===== src/rtl/mc_if.sv =====
// Control bus between the multicycle controller and its datapath: decoded
// instruction fields and status flags in, register/mux/ALU controls out.
interface mc_if;
    logic [6:0] op;
    logic [2:0] funct3;
    logic       funct7b5;
    logic       Zero;
    logic       MemReady;
    logic       PCWrite;
    logic       AdrSrc;
    logic       MemWrite;
    logic       IRWrite;
    logic       RegWrite;
    logic [1:0] ResultSrc;
    logic [1:0] ALUSrcA;
    logic [1:0] ALUSrcB;
    logic [1:0] ImmSrc;
    logic [3:0] ALUControl;
    logic       ArithmLog;
    logic       Illegal;

    modport master (
        input  op, funct3, funct7b5, Zero, MemReady,
        output PCWrite, AdrSrc, MemWrite, IRWrite, RegWrite, ResultSrc,
               ALUSrcA, ALUSrcB, ImmSrc, ALUControl, ArithmLog, Illegal
    );

    modport slave (
        output op, funct3, funct7b5, Zero, MemReady,
        input  PCWrite, AdrSrc, MemWrite, IRWrite, RegWrite, ResultSrc,
               ALUSrcA, ALUSrcB, ImmSrc, ALUControl, ArithmLog, Illegal
    );
endinterface


===== src/rtl/mc_controller.sv =====
// Multicycle RV32 subset controller: state register plus state-decoded
// control outputs (lw, sw, R-type, I-ALU, branch, jal; anything else traps).
module mc_controller (
    input  logic clk,
    input  logic reset_n,
    mc_if.master bus
);

    localparam logic [6:0] OP_LW  = 7'b0000011;
    localparam logic [6:0] OP_SW  = 7'b0100011;
    localparam logic [6:0] OP_R   = 7'b0110011;
    localparam logic [6:0] OP_I   = 7'b0010011;
    localparam logic [6:0] OP_BR  = 7'b1100011;
    localparam logic [6:0] OP_JAL = 7'b1101111;

    localparam logic [3:0] ALU_ADD  = 4'b0000;
    localparam logic [3:0] ALU_SUB  = 4'b0001;
    localparam logic [3:0] ALU_AND  = 4'b0010;
    localparam logic [3:0] ALU_OR   = 4'b0011;
    localparam logic [3:0] ALU_SR   = 4'b0100;
    localparam logic [3:0] ALU_SLT  = 4'b0101;
    localparam logic [3:0] ALU_XOR  = 4'b0110;
    localparam logic [3:0] ALU_SLL  = 4'b0111;
    localparam logic [3:0] ALU_SLTU = 4'b1000;

    typedef enum logic [3:0] {
        S_RST, S_FETCH, S_DECODE, S_MEMADR, S_MEMREAD, S_MEMWB, S_MEMWRITE,
        S_EXECR, S_EXECI, S_ALUWB, S_JAL, S_BRANCH, S_ILLEGAL
    } state_t;

    state_t state;
    logic   br_taken;

    // funct3=000 only subtracts for R-type; I-ALU has no subi.
    function automatic logic [3:0] funct_alu(input logic [2:0] f3, input logic f7,
                                             input logic is_r);
        case (f3)
            3'b000:  return (is_r && f7) ? ALU_SUB : ALU_ADD;
            3'b001:  return ALU_SLL;
            3'b010:  return ALU_SLT;
            3'b011:  return ALU_SLTU;
            3'b100:  return ALU_XOR;
            3'b101:  return ALU_SR;
            3'b110:  return ALU_OR;
            default: return ALU_AND;
        endcase
    endfunction

    always_ff @(posedge clk or negedge reset_n) begin
        if (!reset_n) begin
            state <= S_RST;
        end else begin
            case (state)
                S_RST:      state <= S_FETCH;
                S_FETCH:    if (bus.MemReady) state <= S_DECODE;
                S_DECODE: begin
                    case (bus.op)
                        OP_LW, OP_SW: state <= S_MEMADR;
                        OP_R:         state <= S_EXECR;
                        OP_I:         state <= S_EXECI;
                        OP_JAL:       state <= S_JAL;
                        OP_BR:        state <= S_BRANCH;
                        default:      state <= S_ILLEGAL;
                    endcase
                end
                S_MEMADR:   state <= (bus.op == OP_LW) ? S_MEMREAD : S_MEMWRITE;
                S_MEMREAD:  if (bus.MemReady) state <= S_MEMWB;
                S_MEMWB:    state <= S_FETCH;
                S_MEMWRITE: if (bus.MemReady) state <= S_FETCH;
                S_EXECR:    state <= S_ALUWB;
                S_EXECI:    state <= S_ALUWB;
                S_ALUWB:    state <= S_FETCH;
                S_JAL:      state <= S_ALUWB;
                S_BRANCH:   state <= S_FETCH;
                S_ILLEGAL:  state <= S_ILLEGAL;
                default:    state <= S_RST;
            endcase
        end
    end

    // Only beq/bne are supported; other funct3 values never redirect the PC.
    assign br_taken = ((bus.funct3 == 3'b000) &&  bus.Zero) ||
                      ((bus.funct3 == 3'b001) && !bus.Zero);

    always_comb begin
        case (bus.op)
            OP_SW:   bus.ImmSrc = 2'b01;
            OP_BR:   bus.ImmSrc = 2'b10;
            OP_JAL:  bus.ImmSrc = 2'b11;
            default: bus.ImmSrc = 2'b00;
        endcase
    end

    always_comb begin
        bus.PCWrite    = 1'b0;
        bus.AdrSrc     = 1'b0;
        bus.MemWrite   = 1'b0;
        bus.IRWrite    = 1'b0;
        bus.RegWrite   = 1'b0;
        bus.ResultSrc  = 2'b00;
        bus.ALUSrcA    = 2'b00;
        bus.ALUSrcB    = 2'b00;
        bus.ALUControl = ALU_ADD;
        bus.ArithmLog  = 1'b0;
        bus.Illegal    = 1'b0;
        case (state)
            S_FETCH: begin
                bus.ALUSrcB   = 2'b10;
                bus.ResultSrc = 2'b10;
                bus.IRWrite   = bus.MemReady;
                bus.PCWrite   = bus.MemReady;
            end
            S_DECODE: begin
                bus.ALUSrcA = 2'b01;
                bus.ALUSrcB = 2'b01;
            end
            S_MEMADR: begin
                bus.ALUSrcA = 2'b10;
                bus.ALUSrcB = 2'b01;
            end
            S_MEMREAD:  bus.AdrSrc = 1'b1;
            S_MEMWB: begin
                bus.ResultSrc = 2'b01;
                bus.RegWrite  = 1'b1;
            end
            S_MEMWRITE: begin
                bus.AdrSrc   = 1'b1;
                bus.MemWrite = 1'b1;
            end
            S_EXECR, S_EXECI: begin
                bus.ALUSrcA    = 2'b10;
                bus.ALUSrcB    = (state == S_EXECI) ? 2'b01 : 2'b00;
                bus.ALUControl = funct_alu(bus.funct3, bus.funct7b5, state == S_EXECR);
                bus.ArithmLog  = (bus.funct3 == 3'b101) && bus.funct7b5;
            end
            S_ALUWB:    bus.RegWrite = 1'b1;
            S_JAL: begin
                bus.ALUSrcA = 2'b01;
                bus.ALUSrcB = 2'b10;
                bus.PCWrite = 1'b1;
            end
            S_BRANCH: begin
                bus.ALUSrcA    = 2'b10;
                bus.ALUControl = ALU_SUB;
                bus.PCWrite    = br_taken;
            end
            S_ILLEGAL:  bus.Illegal = 1'b1;
            default: ;
        endcase
    end

endmodule


===== src/flat_wrapper.sv =====
// flat-port wrapper written by rule: the top's interface ports become plain ports
module mc_controller_flat 
  (clk, reset_n, bus_op, bus_funct3, bus_funct7b5, bus_Zero, bus_MemReady, bus_PCWrite, bus_AdrSrc, bus_MemWrite, bus_IRWrite, bus_RegWrite, bus_ResultSrc, bus_ALUSrcA, bus_ALUSrcB, bus_ImmSrc, bus_ALUControl, bus_ArithmLog, bus_Illegal);
  mc_if bus_i ();
  input  logic clk;
  input  logic reset_n;
  input wire logic [$bits(bus_i.op)-1:0] bus_op;
  input wire logic [$bits(bus_i.funct3)-1:0] bus_funct3;
  input wire logic [$bits(bus_i.funct7b5)-1:0] bus_funct7b5;
  input wire logic [$bits(bus_i.Zero)-1:0] bus_Zero;
  input wire logic [$bits(bus_i.MemReady)-1:0] bus_MemReady;
  output wire logic [$bits(bus_i.PCWrite)-1:0] bus_PCWrite;
  output wire logic [$bits(bus_i.AdrSrc)-1:0] bus_AdrSrc;
  output wire logic [$bits(bus_i.MemWrite)-1:0] bus_MemWrite;
  output wire logic [$bits(bus_i.IRWrite)-1:0] bus_IRWrite;
  output wire logic [$bits(bus_i.RegWrite)-1:0] bus_RegWrite;
  output wire logic [$bits(bus_i.ResultSrc)-1:0] bus_ResultSrc;
  output wire logic [$bits(bus_i.ALUSrcA)-1:0] bus_ALUSrcA;
  output wire logic [$bits(bus_i.ALUSrcB)-1:0] bus_ALUSrcB;
  output wire logic [$bits(bus_i.ImmSrc)-1:0] bus_ImmSrc;
  output wire logic [$bits(bus_i.ALUControl)-1:0] bus_ALUControl;
  output wire logic [$bits(bus_i.ArithmLog)-1:0] bus_ArithmLog;
  output wire logic [$bits(bus_i.Illegal)-1:0] bus_Illegal;
  assign bus_i.op = bus_op;
  assign bus_i.funct3 = bus_funct3;
  assign bus_i.funct7b5 = bus_funct7b5;
  assign bus_i.Zero = bus_Zero;
  assign bus_i.MemReady = bus_MemReady;
  assign bus_PCWrite = bus_i.PCWrite;
  assign bus_AdrSrc = bus_i.AdrSrc;
  assign bus_MemWrite = bus_i.MemWrite;
  assign bus_IRWrite = bus_i.IRWrite;
  assign bus_RegWrite = bus_i.RegWrite;
  assign bus_ResultSrc = bus_i.ResultSrc;
  assign bus_ALUSrcA = bus_i.ALUSrcA;
  assign bus_ALUSrcB = bus_i.ALUSrcB;
  assign bus_ImmSrc = bus_i.ImmSrc;
  assign bus_ALUControl = bus_i.ALUControl;
  assign bus_ArithmLog = bus_i.ArithmLog;
  assign bus_Illegal = bus_i.Illegal;
  mc_controller u_core (.clk(clk), .reset_n(reset_n), .bus(bus_i));
endmodule

===== config.mk =====
export PLATFORM = sky130hd
export DESIGN_NAME = mc_controller_flat
export DESIGN_NICKNAME = d
export VERILOG_FILES = /design/src/rtl/mc_if.sv /design/src/rtl/mc_controller.sv /design/src/flat_wrapper.sv
export SDC_FILE = /design/constraint.sdc
export NUM_CORES = 1
export LEC_CHECK = 0
export CAP_MARGIN = 20
export CORE_MARGIN = 4
export CORE_UTILIZATION = 35
export CTS_CLUSTER_SIZE = 28
export DETAILED_ROUTE_END_ITERATION = 7
export MAX_ROUTING_LAYER = met4
export PLACE_DENSITY = 0.76
export SLEW_MARGIN = 20
export SYNTH_ARGS = -nofsm -noshare
export SYNTH_HDL_FRONTEND = slang
export SYNTH_SLANG_ARGS = --single-unit

===== constraint.sdc =====
create_clock -name clk -period 1.6 [get_ports clk]
set_clock_uncertainty 0.1 [all_clocks]
set_input_delay 0.32 -clock clk [delete_from_list [all_inputs] [get_ports clk]]
set_output_delay 0.32 -clock clk [all_outputs]
set_load 0.005 [all_outputs]

# Word level (Yosys, flattened, before mapping)
# Index checks and enable logic that the tools add are counted.
dict set report op_classes {
  n_eq_ne 27
  muxes 21
  reduce_logical 19
}
# cell count
set ops {}
lappend ops {{case mux 4 bit (8 select lines)} 1}
lappend ops {{case mux 4 bit (7 select lines)} 1}
lappend ops {{equality test 4 bit, second input constant} 5}
lappend ops {{case mux 4 bit (5 select lines)} 1}
lappend ops {{equality test 4 x 3 -> 1 bit, second input constant} 4}
lappend ops {{equality test 7 x 6 -> 1 bit, second input constant} 2}
lappend ops {{equality test 7 bit, second input constant} 2}
lappend ops {{OR reduction 2 bit} 7}
lappend ops {{2-to-1 mux 4 bit} 3}
lappend ops {{case mux 2 bit (3 select lines)} 2}
lappend ops {{equality test 3 bit, second input constant} 3}
lappend ops {{equality test 4 x 2 -> 1 bit, second input constant} 2}
lappend ops {{2-to-1 mux 1 bit} 8}
lappend ops {{case mux 2 bit (2 select lines)} 2}
lappend ops {{case mux 4 bit (2 select lines)} 1}
lappend ops {{OR reduction 4 bit} 2}
lappend ops {{equality test 7 x 2 -> 1 bit, second input constant} 1}
lappend ops {{equality test 7 x 5 -> 1 bit, second input constant} 1}
lappend ops {{equality test 3 x 2 -> 1 bit, second input constant} 2}
lappend ops {{inequality test 2 bit, second input constant} 3}
lappend ops {{equality test 4 x 1 -> 1 bit, second input constant} 1}
lappend ops {{logical AND 1 bit} 4}
lappend ops {{zero test 4 bit} 1}
lappend ops {{equality test 3 x 1 -> 1 bit, second input constant} 1}
lappend ops {{7 further kinds} 7}
dict set report totals {
  ff_bits 4
  in_bits 15
  output_inout_bits 19
  word_cells 68
}

# Longest topological paths before layout
# Gate-level depths: netlist (run 1).
dict set report depth {
  ltp_word 5
  depth_mapped 5
  ltp_nobuf 4
}

# Worst setup path after synthesis (run 1)
# No wires, ideal clock.
dict set report synth_path {
  kind {register to output}
  startpoint {reg u_core.state[3]}
  endpoint {out bus_ArithmLog}
  t_arrival_ps 1231
  t_required_ps 1180
  setup_slack_ps -51
  path_stages_with_launch 6
  n_path_buf 1
  path_cell_list {dfrtp_1 buf_4 or3b_4 nor2_2 nor2_2 nor4b_4}
}
dict set report synth_between {
  elab_chain_len 3
  elab_cells_between_ends 4
  classes_between {2 x eq/ne; 1 x mux; 1 x reduce/logical}
}
# item line_no
set synth_lines {}
lappend synth_lines {{from (decl)} mc_controller.sv:31} ;# state_t state;
lappend synth_lines {{from (signal assigned)} mc_controller.sv:66} ;# S_MEMADR: state <= (bus.op == OP_LW) ? S_MEMREAD : S_MEMWRITE;
lappend synth_lines {{equality test 4 x 3 -> 1 bit / equality test 4 bit (equally long branches)} mc_controller.sv:106} ;# case (state)
lappend synth_lines {{OR reduction 2 bit (*)} mc_controller.sv:106}
lappend synth_lines {{2-to-1 mux 1 bit (*)} mc_controller.sv:106}
lappend synth_lines {{to (decl)} flat_wrapper.sv:22} ;# output wire logic [$bits(bus_i.ArithmLog)-1:0] bus_ArithmLog;
# Every way passes the cells marked *; elsewhere a longest branch is shown, timed or not.

# Worst setup path in the final report (run 1)
dict set report layout_path {
  startpoint {reg u_core.state[3]}
  endpoint {out bus_ALUControl[0]}
}
dict set report layout_between {
  elab_chain_len 5
  elab_cells_between_ends 8
  classes_between {3 x eq/ne; 3 x mux; 2 x reduce/logical}
}
# item line_no
set layout_lines {}
lappend layout_lines {{equality test 4 x 3 -> 1 bit} {mc_controller.sv:106, mc_controller.sv:133}}
lappend layout_lines {{logical AND 1 bit} mc_controller.sv:38} ;# 3'b000: return (is_r && f7) ? ALU_SUB : ALU_ADD;
lappend layout_lines {{2-to-1 mux 1 bit} mc_controller.sv:38}
lappend layout_lines {{case mux 4 bit (7 select lines)} mc_controller.sv:37} ;# case (f3)
lappend layout_lines {{case mux 4 bit (2 select lines) (*)} mc_controller.sv:106}
lappend layout_lines {{to (decl)} flat_wrapper.sv:21} ;# output wire logic [$bits(bus_i.ALUControl)-1:0] bus_ALUControl;
# Marked as above.

==> impl_metrics.json, run 1 <==
{
  "routedWlPerCell_um": 20.1,
  "vias": 1190,
  "start_kind": "flop",
  "top_register": "u_core.state",
  "syn-num-nets": 107,
  "setup_slack_ps": -524,
  "globalplace.congestion": 0.801,
  "synth_area_per_cell_um2": 7.00,
  "finalSetupTns_ps": -6180,
  "fin_crit_sh_pct": 133,
  "slew_violations": 0,
  "grtUsageMet2_pct": 46.4,
  "synth.ff_latch_count": 4,
  "switching_share_pct": 43.9,
  "p_per_area_nw_per_um2": 1490,
  "numCtsBuffers": 3,
  "drive_gt1_share_pct": 65.4,
  "grt.overflow.total": 0,
  "nFillCells": 67,
  "use_met1_pct": 25.0,
  "grt_pass1_vias": 1114,
  "synth-simple-area-share_pct": 45.4,
  "drt_iter0_drc": 39,
  "dieWidth_um": 50.9,
  "synth_compound_area_share_pct": 25.8,
  "io_pins": 34,
  "synth_edf_count": 0,
  "cts_sinks": 4,
  "p_leak_nw": 0.758,
  "synth_mux_area_share_pct": 0,
  "fmax_mhz": 471,
  "grt_max_degree": 11,
  "synth_top_family_by_area": "simple AND/OR/NAND/NOR gates",
  "clk_latency_ps": 250,
  "cts_buffer_depth": 2,
  "reg.largest.list": "u_core.state x4",
  "hpwl_um": 1870,
  "max_slew_margin_pct": 70.1,
  "seq_area_frac_synth_pct": 15.5,
  "totalWireLength_um": 4090,
  "cts-root-buf": "clkbuf_4",
  "rsz0062_at_grt": "true",
  "critical_path_class": "reg -> out",
  "synthXorXnorAreaFrac_pct": 5.44,
  "post-route-min-period_ps": 2120,
  "combPwrFrac_pct": 86.3,
  "violations": "setup timing",
  "drc": 0,
  "die_area_um2": 2590,
  "finalHoldViolCount": 0,
  "synth_fa_ha_area_share_pct": 1.55,
  "status": "finished, violations left",
  "fin_nets": 196,
  "syn_to_final_growth_pct": 152,
  "first_pass_iters": 4,
  "cap_violations": 0,
  "antenna_found_initial": 0,
  "hp-class": "in -> async",
  "final_common_cell": "buf_4",
  "placed_cells": 180,
  "ys_warn_count": 0,
  "setup-violations-final": 21,
  "antenna_left": 0,
  "switching_power_w": 0.00106,
  "cp_max_fo": 3,
  "p_seq_share_pct": 7.9,
  "clkTransAtPathRegs_ps": 50,
  "rows": 15,
  "crit_path_end_kind": "output port",
  "netlist_instances": 92,
  "start_util_pct": 37.3,
  "die_h_um": 50.9,
  "ys.flop_type": "dfrtp_1",
  "final_cells": 204,
  "grt_pass1_wl_um": 4790,
  "ir_drop_uv": 1040,
  "crit_arrival_ps": 1700,
  "critPathRequiredTime_ps": 1180,
  "grt_util_met3_pct": 2.33,
  "cts_max_level": 1,
  "syn_area_um2": 644,
  "cts_hold_buffers": 0,
  "intPower_w": 0.00136,
  "largest_register_ffs": 4,
  "async_flop_share_pct": 100,
  "numPortBuffers": 33,
  "tightestPinTransition_ps": 445,
  "core_area_um2": 1730,
  "diodes": 0,
  "synth_cell_types": 42,
  "power.share.clock_pct": 5.9,
  "cts_tree": "yes",
  "via_per_inst": 5.83,
  "grt_busiest_layer": "met2",
  "mostFrequentLayoutCells": "buf_4 (36), buf_6 (22), buf_2 (17)",
  "grt.total_usage_pct": 24.6
}
[per-stage QoR]
| stage | worst slack, ps | utilization [%] | cell area [um^2] | power [W] | hold slack, ps |
|---|---|---|---|---|---|
| 6_report | -524 | 94.0 | 1620 | 0.00243 | 173 |
| 3_3_place_gp | -818 | 72.3 | 1250 | 0.00146 | 428 |
| 5_1_grt | -566 | 94.0 | 1620 | 0.00253 | 179 |
| 4_1_cts | -435 | 86.6 | 1500 | 0.00199 | 180 |
| 3_5_place_dp | -859 | 72.3 | 1250 | 0.00150 | 430 |
| 2_1_floorplan | -50.8 | - | 646 | 0.000736 | -75.6 |
[worst max-delay path, stage by stage (launching register included)]
cell     delay, ps
dfrtp_1        400
or3b_4         430
o21ai_0        270
a31o_1         220
buf_2          130
[cells by family after synthesis]
family          Yosys count
simple gates             49
compound gates           25
buf+inv                   9
xor+xnor                  4
flops                     4
fa+ha+maj                 1
[path summary, 6_finish.rpt]
kind	slack (ps)	cells past startpoint	to	start
setup reg to reg	-210	6	u_core.state[1]	u_core.state[0]
hold reg to reg	680	3	u_core.state[3]	u_core.state[0]
setup / recovery	-520	4	bus_ALUControl[0]	u_core.state[3]
hold / removal	170	1	u_core.state[0]	reset_n
min in group clk	510	4	u_core.state[3]	bus_op[6]
max in group asynchronous	1030	1	u_core.state[2]	reset_n
[Yosys cell counts, types with 2 or more instances]
master,number,area (um^2)
buf_2,2,10.0
nor2_2,2,12.5
nor2_1,13,48.8
a21oi_1,6,30.0
xnor2_1,3,26.3
nor3b_1,2,15.0
nor2b_1,3,18.8
nand2b_1,3,18.8
nor3_1,4,20.0
and4b_1,2,20.0
dfrtp_1,4,100
nand2_1,8,30.0
clkbuf_1,3,11.3
o31ai_1,2,15.0
inv_1,3,11.3
o21ai_0,5,25.0
o21a_1,2,15.0
[routing by layer]
layer	vias up	share of wire (%)
li1	513	-
met1	567	36
met2	83	51
met3	27	7.0
met4	0	5.6
met5	-	0
[final cells by class]
class / instances / area [um^2] / area share, %
inverters: 3 / 11.3 / 0.694
clock buffers: 3 / 22.5 / 1.39
repair buffers: 90 / 746 / 46.0
flip-flops and latches: 4 / 101 / 6.25
multi-input cells: 79 / 711 / 43.8
well taps: 25 / 31.3 / 1.93
[power by group through the flow]
stage / registers, W / clock network, W / logic (W)
detailed placement: 0.000184 / 0 / 0.00131
finish: 0.000191 / 0.000143 / 0.00209
global placement: 0.000182 / 0 / 0.00128
CTS: 0.000185 / 0.000130 / 0.00168
global route: 0.000192 / 0.000151 / 0.00218
floorplan: 0.000188 / 0 / 0.000547
[timing repair]
action                                 in CTS  in global routing
endpoints found under the hold margin       0                  0
buffers inserted                           17                  6
gates resized for setup                   135                 31
setup endpoints to repair                  22                 22
cloned                                      0                  1
pin swaps                                  19                 10
Power figures use the tool's default switching activity.
==> inputs of run 2 (changes only) <==
MAX_ROUTING_LAYER = not set   (was met4)
==> run 2 against run 1 <==
The flow still finishes with violations (setup timing). Largest power group unchanged. Register-to-register slack about the same. Clock power about the same. Sequential power about the same. Sequential cell count unchanged. Utilization unchanged. Critical path depth unchanged. Worst hold slack about the same. Critical path type unchanged.
==> impl_metrics.json, run 2 (synthesis gave the netlist of run 1 again) <==
{
  "violations": "setup timing",
  "first_pass_iters": 4,
  "cts-root-buf": "clkbuf_4",
  "reg.largest.list": "u_core.state x4",
  "cts_max_level": 1,
  "numPortBuffers": 33,
  "diodes": 0,
  "fin_crit_sh_pct": 133,
  "cp-startpoint": "u_core.state[3]",
  "fin_nets": 196,
  "drive_gt1_share_pct": 65.4,
  "antenna_left": 0,
  "clk_latency_ps": 250,
  "crit_arrival_ps": 1700,
  "r2r_start": "u_core.state[0]",
  "final_common_cell": "buf_4",
  "cts_tree": "yes",
  "cts_sinks": 4,
  "cap_violations": 0,
  "totalWireLength_um": 4110,
  "final_util_pct": 94.0,
  "setup_slack_ps": -522,
  "cp_max_fo": 3,
  "hp-class": "in -> async",
  "grt.total_usage_pct": 23.9,
  "grt.overflow.total": 0,
  "numCtsBuffers": 3,
  "clkTransAtPathRegs_ps": 50,
  "grt_pass1_wl_um": 4780,
  "mostFrequentLayoutCells": "buf_4 (36), buf_6 (22), buf_2 (17)",
  "start_kind": "flop",
  "hpwl_um": 1870,
  "status": "finished, violations left",
  "ir_drop_uv": 1040,
  "finalHoldViolCount": 0,
  "setup-violations-final": 21,
  "post-route-min-period_ps": 2120,
  "grt_pass1_vias": 1116,
  "cts_hold_buffers": 0,
  "critical_path_class": "reg -> out",
  "routedWlPerCell_um": 20.2,
  "die_h_um": 50.9,
  "top_register": "u_core.state",
  "grt_max_degree": 11,
  "dieWidth_um": 50.9,
  "drc": 0,
  "max_slew_margin_pct": 70.3,
  "rows": 15,
  "fmax_mhz": 471,
  "globalplace.congestion": 0.790,
  "tightestPinTransition_ps": 442,
  "rsz0062_at_grt": "true",
  "vias": 1202,
  "io_pins": 34,
  "crit_path_end_kind": "output port",
  "antenna_found_initial": 0,
  "cts_buffer_depth": 2,
  "via_per_inst": 5.89,
  "syn_to_final_growth_pct": 152,
  "p_leak_nw": 0.758,
  "largest_register_ffs": 4,
  "start_util_pct": 37.3,
  "core_area_um2": 1730,
  "drt_iter0_drc": 59,
  "slew_violations": 0,
  "r2r_cells": 6,
  "finalSetupTns_ps": -6230,
  "die_area_um2": 2590,
  "critPathRequiredTime_ps": 1180,
  "p_per_area_nw_per_um2": 1490
}
-- run 2: cell counts in the layout (fill, tap and decap cells not counted) --
No cell type changed its count.
-- run 2: power breakdown --
part	leakage [nW]	switching, W	internal, W
sequential	0.0493	0.0000401	0.000150
clock	0.0138	0.0000554	0.0000848
combinational	0.695	0.000970	0.00113
-- run 2: cell type report --
class	count	area [um^2]
multi-input cells	79	711
inverters	3	11.3
fillers	67	104
repair buffers	90	746
well taps	25	31.3
clock buffers	3	22.5
flip-flops and latches	4	101
-- run 2: path summary, 6_finish.rpt --
| check | end | slack (ps) |
|---|---|---|
| worst max-delay path | bus_ALUControl[0] | -520 |
| worst min-delay path | u_core.state[0] | 170 |
| worst max register to register | u_core.state[1] | -220 |
| worst min register to register | u_core.state[3] | 680 |
| max in group asynchronous | u_core.state[2] | 1030 |
| min in group clk | u_core.state[3] | 500 |
-- run 2: routing by layer --
layer / routed length (um) / global-route usage (%) / up-vias
met4: 267 / 12.6 / 0
met5: 0 / 0 / -
met1: 1510 / 24.8 / 573
li1: - / - / 511
met3: 285 / 2.33 / 33
met2: 2050 / 46.4 / 85
-- run 2: through the flow --
stage / power (W) / hold WS [ps] / area, um^2 / std cells / setup WS (ps)
final: 0.00243 / 173 / 1620 / 204 / -522
after global routing: 0.00253 / 179 / 1620 / 204 / -566
after CTS: 0.00199 / 180 / 1500 / 199 / -435
after detailed placement: 0.00150 / 430 / 1250 / 180 / -859
after global placement: 0.00146 / 428 / 1250 / 180 / -818
after floorplan: 0.000736 / -75.6 / 646 / 92 / -50.8
-- run 2: repair_timing --
item                                    4_1_cts  5_1_grt
buffers inserted                             17        6
gates resized for setup                     135       31
pin swaps                                    19       10
endpoints found under the setup margin       22       22
gates cloned                                  0        1
-- run 2: critical path, cell delays in order, from the launching register on --
cell and delay (ps):
dfrtp_1 400, or3b_4 430, o21ai_0 270, a31o_1 220, buf_2 130
==> inputs of run 3 (changes only) <==
CORE_UTILIZATION = 34   (was 35)
CTS_BUF_LIST = sky130_fd_sc_hd__clkbuf_4 sky130_fd_sc_hd__clkbuf_8   (was not set)
PLACE_DENSITY = 0.74   (was 0.76)
SLEW_MARGIN = not set   (was 20)
==> run 3 against run 2 <==
The flow still finishes with violations (setup timing). Sequential power is 3% higher. Worst hold slack better by 13 ps. Largest cell class unchanged. Maximum frequency is 5.5% higher. Combinational power is 9% lower. Sequential cell count stayed put. Total power is 7.8% lower. Utilization is 9.0 points lower. Critical endpoint is now bus_ArithmLog. Clock-buffer cell count stayed put. Sequential share of layout area is 0.43 points higher. Global-route usage is 1.1 points higher.
==> impl_metrics.json, run 3 (synthesis gave the netlist of run 1 again) <==
{
  "drc": 0,
  "post-route-min-period_ps": 2010,
  "hold_slack_ps": 186,
  "antenna_left": 0,
  "cts_tree": "yes",
  "largest_register_ffs": 4,
  "cts_sinks": 4,
  "mostFrequentLayoutCells": "buf_4 (40), buf_6 (15), buf_2 (14)",
  "status": "finished, violations left",
  "routedWlPerCell_um": 16.0,
  "reg.largest.list": "u_core.state x4",
  "finalSetupTns_ps": -5010,
  "numCtsBuffers": 3,
  "syn_to_final_growth_pct": 133,
  "cp_max_fo": 3,
  "fin_crit_sh_pct": 126,
  "rr_endpoint": "u_core.state[1]",
  "fmax_mhz": 497,
  "crit_path_end_kind": "output port",
  "p_per_area_nw_per_um2": 1490,
  "hp-class": "in -> async",
  "cts_hold_buffers": 0,
  "final_area_um2": 1500,
  "dieWidth_um": 51.5,
  "crit_buf_inv": 1,
  "io_pins": 34,
  "finalHoldViolCount": 0,
  "rows": 15,
  "grt_pass1_wl_um": 5050,
  "start_kind": "flop",
  "hpwl_um": 1870,
  "drive_gt1_share_pct": 58.6,
  "violations": "setup timing",
  "cp_slowest_cell": "or3b_4",
  "die_h_um": 51.5,
  "post-place-ws_ps": -848,
  "slew_violations": 0,
  "cpLargestDelayFamily": "simple AND/OR/NAND/NOR gates",
  "final_common_cell": "buf_4",
  "p_leak_nw": 0.696,
  "slowest_delay_ps": 430,
  "clkTransAtPathRegs_ps": 40,
  "rsz0062_at_grt": "true",
  "place_area_um2": 1240,
  "r2r_cells": 6,
  "start_util_pct": 36.5,
  "die_area_um2": 2660,
  "drt_iter0_drc": 31,
  "cap_violations": 0,
  "cts_max_level": 1,
  "r2r_start": "u_core.state[0]",
  "critPathRequiredTime_ps": 1180,
  "setup_slack_ps": -412,
  "core_area_um2": 1760,
  "path_cells": "or3b_4 > nor2_4 > nor2_2 > nor4b_4 > buf_2",
  "diodes": 0,
  "fin_nets": 191,
  "crit_arrival_ps": 1590,
  "max_slew_margin_pct": 79.9,
  "tightestPinTransition_ps": 297,
  "grt.overflow.total": 0,
  "nFillCells": 111,
  "cts-root-buf": "clkbuf_4",
  "cts_buffer_depth": 2,
  "via_per_inst": 5.37,
  "antenna_found_initial": 0,
  "grt_pass1_vias": 1122,
  "grt.total_usage_pct": 25.0,
  "first_pass_iters": 4,
  "totalWireLength_um": 3190,
  "numPortBuffers": 33,
  "final_util_pct": 85.0,
  "ir_drop_uv": 872,
  "critical_path_class": "reg -> out",
  "clk_latency_ps": 240,
  "setup-violations-final": 19,
  "top_register": "u_core.state",
  "grt_max_degree": 9,
  "vias": 1069,
  "reg2reg_setup_slack_ps": -120,
  "globalplace.congestion": 0.772
}
-- run 3: worst register-to-register path, delay by kind of cell (launching register included) --
kind	cells	cell delay, ps
and+or+nand+nor	1	450
AOI/OAI and AO/OA	3	390
DFF	1	380
buffers and inverters	2	270
-- run 3: how the worst max path moves through the flow --
stage | startpoint | to | slack, ps | cells past startpoint
2_1_floorplan | u_core.state[3] | bus_ArithmLog | -50 | 5
3_3_place_gp | bus_op[3] | bus_ImmSrc[0] | -820 | 4
3_5_place_dp | bus_op[3] | bus_ImmSrc[0] | -850 | 4
4_1_cts | u_core.state[1] | bus_ArithmLog | -410 | 5
5_1_grt | u_core.state[0] | bus_ALUSrcB[1] | -470 | 4
6_report | u_core.state[1] | bus_ArithmLog | -410 | 5
-- run 3: metrics by stage --
stage,instances,total power (W)
after floorplan,92,0.000736
after global placement,179,0.00146
after detailed placement,179,0.00150
after CTS,196,0.00196
after global routing,199,0.00238
final,199,0.00224
-- run 3: where the power goes --
group	total, W	switching (W)	internal (W)
registers	0.000195	0.0000467	0.000148
clock network	0.000126	0.0000420	0.0000839
logic	0.00192	0.000848	0.00107
total	0.00224	0.000937	0.00130
-- run 3: cell type report --
class	instances	area (um^2)	share of cell area [%]
multi-input combinational	79	642	42.8
inverter	3	11.3	0.751
timing repair buffer	85	693	46.2
sequential	4	100	6.67
clock buffer	3	22.5	1.50
tap	25	31.3	2.09
-- run 3: layer usage --
| layer | global-route usage [%] | wire length (um) | vias up |
|---|---|---|---|
| li1 | - | - | 509 |
| met1 | 26.1 | 1290 | 509 |
| met2 | 50.0 | 1690 | 41 |
| met3 | 1.43 | 136 | 10 |
| met4 | 11.4 | 76 | 0 |
| met5 | 0 | 0 | - |
-- run 3: timing repair --
item	4_1_cts	5_1_grt
pin swaps	14	8
buffers inserted	14	3
gates cloned	1	0
resized for setup	118	19
endpoints found under the setup margin	22	20
